===== src/rtl/mul_share_arbiter.sv =====
// mul_share_arbiter: round-robin sharing of one pipelined multiplier among N_REQ requesters
module mul_share_arbiter #(
  parameter int N_REQ   = 4,
  parameter int WIDTH   = 32,
  parameter int LATENCY = 3
) (
  input  logic                   clk,
  input  logic                   reset,
  input  logic [N_REQ-1:0]       req_valid,
  input  logic [N_REQ*WIDTH-1:0] req_a,
  input  logic [N_REQ*WIDTH-1:0] req_b,
  output logic [N_REQ-1:0]       req_ready,
  output logic [N_REQ-1:0]       rsp_valid,
  output logic [WIDTH-1:0]       rsp_data,
  output logic                   busy
);
  localparam int TW = $clog2(N_REQ);
  logic [TW-1:0]    ptr_q, ptr_d, gnt_idx;
  logic [TW-1:0]    cand [N_REQ];
  logic             gnt;
  logic [WIDTH-1:0] a_sel, b_sel;
  logic             vld_q [LATENCY];
  logic             vld_d [LATENCY];
  logic [TW-1:0]    tag_q [LATENCY];
  logic [TW-1:0]    tag_d [LATENCY];
  logic [WIDTH-1:0] dat_q [LATENCY];
  logic [WIDTH-1:0] dat_d [LATENCY];
  logic             busy_q, busy_d;
  // first valid requester at or after ptr wins; descending scan lets the nearest overwrite
  always_comb begin
    gnt = 1'b0;
    gnt_idx = '0;
    for (int i = N_REQ - 1; i >= 0; i--) begin
      cand[i] = TW'((int'(ptr_q) + i) % N_REQ);
      if (req_valid[cand[i]]) begin
        gnt = !reset;
        gnt_idx = cand[i];
      end
    end
    req_ready = gnt ? N_REQ'(1'b1) << gnt_idx : '0;
    ptr_d = gnt ? (gnt_idx == TW'(N_REQ - 1) ? '0 : gnt_idx + 1'b1) : ptr_q;
  end
  // operand mux for the granted requester
  always_comb begin
    a_sel = '0;
    b_sel = '0;
    for (int i = 0; i < N_REQ; i++) begin
      if (gnt_idx == TW'(i)) begin
        a_sel = req_a[i*WIDTH +: WIDTH];
        b_sel = req_b[i*WIDTH +: WIDTH];
      end
    end
  end
  // pipeline advance; data and tags only move with a valid so rsp_data holds between pulses
  always_comb begin
    vld_d[0] = gnt;
    tag_d[0] = gnt ? gnt_idx : tag_q[0];
    dat_d[0] = gnt ? a_sel * b_sel : dat_q[0];
    for (int k = 1; k < LATENCY; k++) begin
      vld_d[k] = vld_q[k-1];
      tag_d[k] = vld_q[k-1] ? tag_q[k-1] : tag_q[k];
      dat_d[k] = vld_q[k-1] ? dat_q[k-1] : dat_q[k];
    end
    busy_d = 1'b0;
    for (int k = 0; k < LATENCY; k++) busy_d = busy_d | vld_d[k];
  end
  // state registers; reset drops everything in flight
  always_ff @(posedge clk) begin
    if (reset) begin
      ptr_q  <= '0;
      busy_q <= 1'b0;
      for (int k = 0; k < LATENCY; k++) begin
        vld_q[k] <= 1'b0;
        tag_q[k] <= '0;
        dat_q[k] <= '0;
      end
    end else begin
      ptr_q  <= ptr_d;
      busy_q <= busy_d;
      for (int k = 0; k < LATENCY; k++) begin
        vld_q[k] <= vld_d[k];
        tag_q[k] <= tag_d[k];
        dat_q[k] <= dat_d[k];
      end
    end
  end
  assign rsp_valid = vld_q[LATENCY-1] ? N_REQ'(1'b1) << tag_q[LATENCY-1] : '0;
  assign rsp_data  = dat_q[LATENCY-1];
  assign busy      = busy_q;
endmodule


===== config.mk =====
export PLATFORM = sky130hd
export DESIGN_NAME = mul_share_arbiter
export DESIGN_NICKNAME = d
export VERILOG_FILES = /design/src/rtl/mul_share_arbiter.sv
export SDC_FILE = /design/constraint.sdc
export NUM_CORES = 2
export LEC_CHECK = 0
export CAP_MARGIN = 0
export CORE_MARGIN = 2
export CORE_UTILIZATION = 50
export DETAILED_ROUTE_END_ITERATION = 16
export PLACE_DENSITY_LB_ADDON = 0.2
export SETUP_SLACK_MARGIN = 0.15
export SYNTH_ARGS = -nofsm -noshare
export SYNTH_HDL_FRONTEND = slang
export SYNTH_SLANG_ARGS = --single-unit

===== constraint.sdc =====
create_clock -name clk -period 11.9 [get_ports clk]
set_clock_uncertainty 0.05 [all_clocks]
set_input_delay 1.19 -clock clk [delete_from_list [all_inputs] [get_ports clk]]
set_output_delay 1.19 -clock clk [all_outputs]
set_load 0.02 [all_outputs]

# Word-level counts from Yosys, hierarchy flattened
# Memories as Yosys holds them, arrays and structs flattened.
# Index checks and enable logic that the tools add are counted.
[word_totals]
ff_bits = 3
latchBits = 0
ramBits = 105
rom_bits = 0
input_bits = 262
word_cells = 77
memories = 3
[classes]
addsub = 4
mul = 1
div = 0
n_lt_le_gt_ge = 4
n_eq_ne = 3
shifts = 2
muxes = 45
n_bitwise = 11
reduce_logical = 2
[mem_list]
columns = ["name", "depth", "word_bits", "read_ports", "rd_ports_with_merged_regs", "write_ports", "line", "text"]
rows = [
  ["dat_q", 3, 32, 3, 0, 3, "26", "logic [WIDTH-1:0] dat_q [LATENCY];"],
  ["tag_q", 3, 2, 3, 0, 3, "24", "logic [TW-1:0] tag_q [LATENCY];"],
  ["vld_q", 3, 1, 3, 0, 3, "22", "logic vld_q [LATENCY];"],
]
[ops]
columns = ["op", "n"]
rows = [
  ["2-to-1 mux 32 bit", 14],
  ["multiplier 32 x 32 -> 32 bit", 1],
  ["2-to-1 mux 2 bit", 11],
  ["2-to-1 mux 1 bit", 14],
  ["less-than comparator 2 x 3 -> 1 bit (second input constant)", 4],
  ["OR 1 bit", 11],
  ["binary-select mux 1 bit (select 2 bit)", 4],
  ["2-to-1 mux 4 bit", 2],
  ["left shift 1 x 2 -> 4 bit (first input constant)", 2],
  ["adder 2 x 1 -> 2 bit (second input constant)", 2],
  ["adder 2 bit (second input constant)", 2],
  ["== test 2 bit (second input constant)", 2],
  ["== test 2 x 1 -> 1 bit (second input constant)", 1],
  ["zero test 2 bit", 1],
  ["zero test 1 bit", 1],
]

# Logic depth before layout (Yosys ltp)
[logic_depth]
word_depth = 15
mapped_depth = 43
mapped_depth_nobuf = 38

# Least setup slack after synthesis
# Ideal clock, no wire load.
[synth_timing]
path_type = "input to register"
start = "input port req_valid[0]"
end = "memory dat_q[0][31]"
setup_ns = 0.079
arrival_time_ns = 9.952
setup_slack_ns = 1.819
path_stages = 41
n_path_buf = 6
cell_sequence = "inv_1 > nor2_1 > a21oi_1 > o22ai_1 > a21oi_1 > inv_1 > ha_1 > buf_2 > nand2b_1 > buf_2 > buf_2 > buf_1 > buf_1 > o221a_2 > clkbuf_1 > nand2_1 > fa_1 > inv_1 > [... 5 more ...] > fa_1 > inv_1 > fa_1 > inv_1 > fa_1 > inv_1 > fa_1 > inv_1 > ha_1 > a21oi_1 > o21ai_0 > a21oi_1 > o221a_2 > o31ai_1 > a221o_1 > a21oi_1 > xnor3_1 > a211oi_2"
[synth_rtl]
columns = ["element", "line", "text"]
rows = [
  ["from (decl)", "9", "input logic [N_REQ-1:0] req_valid,"],
  ["to (decl)", "26", ""],
]

==> summary.md <==
| Metric | Value |
|---|---|
| Grt total ovfl | 0 |
| Antenna Violating Nets Remaining | 0 |
| Total core area | 0.0422 mm2 |
| Pins Over Slew Limit | 0 |
| Rel. slew slack | 13.9% |
| Commonest non-fill, non-tap cells in the layout | inv_1 (427), nor2_1 (418), fa_1 (408) |
| Max stage delay cell, worst path | o221ai_1 |
| CTS tree | done |
| Largest family of logic cells by synthesized area | adder cells |
| First-pass detailed-route iteration total | 5 |
| Start point of the worst hold path | dat_q[0][15] |
| Vias | 18428 |
| Crit-path max cell delay | 1.04 ns |
| Post-synthesis net count | 3306 |
| Cell Area, Synth | 0.0215 mm2 |
| Initial antenna violation count | 2 |
| Netlist cell types | 60 |
| Area delta synth->final | 17.9% |
| Most common cell after layout, fill and taps aside | inv_1 |
| Clock period minus worst slack | 11.11 ns |
| CP Capture Point | dat_q[0][31] |
| Clk Latency, worst-skew pair | 0.36 ns |
| Mapped Cells | 2509 |
| Root buffer cell | clkbuf_16 |
| Primary FF master, synth | dfxtp_1 |
| CTS max path bufs | 2 |
| Setup TNS | 0 ns |
| # placed instances | 3263 |
| FF-to-FF Start | ptr_q[0] |
| Row count | 75 |
| Via density | 5.62 |
| Initial Utilization | 50.9% |
| Post-synthesis compound-gate area fraction | 10.3% |
| Worst EP arrival | 11.34 ns |
| Register area share after synthesis | 10.1% |
| Worst Hold Class | register to register |
| Worst EP required | 12.12 ns |
| Num CTS Buffers | 9 |
| Crit Path Category | input pin to register |
| Gates resized, CTS repair | 0 |
| Sum of buffers and inverters on the critical path | 10 |
| Aggregate global-route resource usage | 33.8% |
| Mux share of post-synthesis cell area | 3.22% |
| Unrepaired setup endpoints after global routing | false |
| Yosys reg bits | 108 |
| Hpwl dp | 61600 um |
| R2r worst-path depth | 35 |
| GP Congestion | 0.998 |
| Initial DRC count | 1371 |
| Vias in the first global route | 19592 |
| Average wire per standard cell | 22.5 um |
| Die Y | 211 um |
| Run status | completed |
| Worst path depth | 36 |
| Cell family with most CP delay | adder cells |
| Syn avg cell area | 8.57 um2 |
| IO Count | 303 |
| Final setup viols | 0 |
| Filler cell count in the final layout | 3740 |
| Post-synth EDFFs | 0 |
| CTS sink count | 108 |
| R2R Path End | dat_q[0][31] |
| Post-Synth Simple-Gate Area | 16.1% |
| Setup Buffers After CTS | 0 |
| Reg clk slew, reported paths | 0.09 ns |
| CP Capture Type | register |
| Post-synth ARST share | 0% |
| Final nets | 3532 |
| Layout cells sized above 1 | 6.90% |
| Fin crit share | 93.4% |
| Startpoint Class | input pin |
| Tightest Pin Transition | 1.29 ns |
| IO Port Bufs | 302 |
| Reg2reg setup slack | 1.82 ns |
| DRC | 0 |
| Worst setup startpoint | req_valid[1] |
| Final cell count without fillers | 3279 |
| Hold buffer count at cts | 0 |
| Die area | 0.0447 mm2 |
| Post-Route WL | 73600 um |
| Largest net degree at the start of global routing | 84 |
| Synth Warn # | 0 |
| Diodes inserted | 0 |
| First-pass GRT wire length | 113000 um |
| Max Freq | 90.0 MHz |
| Synth Area in Adders | 45.4% |
| Max H-tree Level | 3 |
| Die Width | 211 um |
| Max-cap viol count | 0 |
| Hold Violations, Final | 0 |
| Post-Synth XOR/XNOR Area | 3.39% |
| CP max FO | 21 |
synth_stat cells, drive strengths merged, types with 62 or more instances:
| master | count | area share, % |
|---|---|---|
| inv | 427 | 7.5 |
| nand2b | 69 | 2.0 |
| ha | 127 | 7.4 |
| fa | 408 | 38 |
| xnor2 | 62 | 2.5 |
| a21oi | 84 | 2.0 |
| mux2i | 68 | 3.2 |
| clkbuf | 83 | 1.4 |
| buf | 84 | 2.6 |
| nand2 | 223 | 3.9 |
| dfxtp | 108 | 10 |
| nor2 | 419 | 7.3 |
stage by stage:
| step | util (%) | setup slack, ns | area, um2 | hold slack, ns |
|---|---|---|---|---|
| after floorplan | - | 1.82 | 21500 | 0.382 |
| after global placement | 59.3 | 0.766 | 25000 | 0.389 |
| after global routing | 60.0 | 0.313 | 25300 | 0.430 |
| final | 60.0 | 0.787 | 25300 | 0.406 |
| after detailed placement | 59.3 | 0.538 | 25000 | 0.397 |
| after CTS | 60.0 | 0.901 | 25300 | 0.409 |
cell families after synthesis:
group           count (synthesis)
buf+inv                       594
compound gates                312
xor+xnor                       80
simple gates                  811
fa+ha+maj                     535
mux                            69
flops                         108
metal layers:
layer,global-route usage (%),part of all wire [%],vias to the layer above
met3,5.84,7.7,190
met2,59.5,50,833
met5,0,0.018,-
met1,41.0,38,9184
met4,13.7,5.0,2
li1,-,-,8219
layout make-up:
type,count,area [um2],area share [%]
tap,539,674,2.66
multi-input combinational,1807,16900,66.9
timing repair buffer,382,3650,14.4
clock inverter,7,86.3,0.341
clock buffer,9,225,0.889
sequential,108,2160,8.54
inverter,427,1600,6.32
how the worst min path moves through the flow:
| stage | to | slack [ns] | cells past startpoint |
|---|---|---|---|
| 2_1_floorplan | dat_q[0][1] | 0.38 | 2 |
| 3_3_place_gp | dat_q[0][23] | 0.39 | 2 |
| 3_5_place_dp | dat_q[0][15] | 0.40 | 2 |
| 4_1_cts | dat_q[0][15] | 0.41 | 2 |
| 5_1_grt | dat_q[0][11] | 0.43 | 2 |
| 6_report | dat_q[0][15] | 0.41 | 2 |
flip-flops by register name, summed over array words and instances (netlist names):
name and cells:
dat_q 96, vld_q 3, ptr_q 2, busy 1
tag_q 6
worst min-delay path, cell delays in order (launching register included):
cell     delay, ns
dfxtp_1       0.32
nand2_1       0.05
a21oi_1       0.05
Power is not shown: default switching activity piles up to over one toggle a cycle in this logic, so the estimate is an artifact.
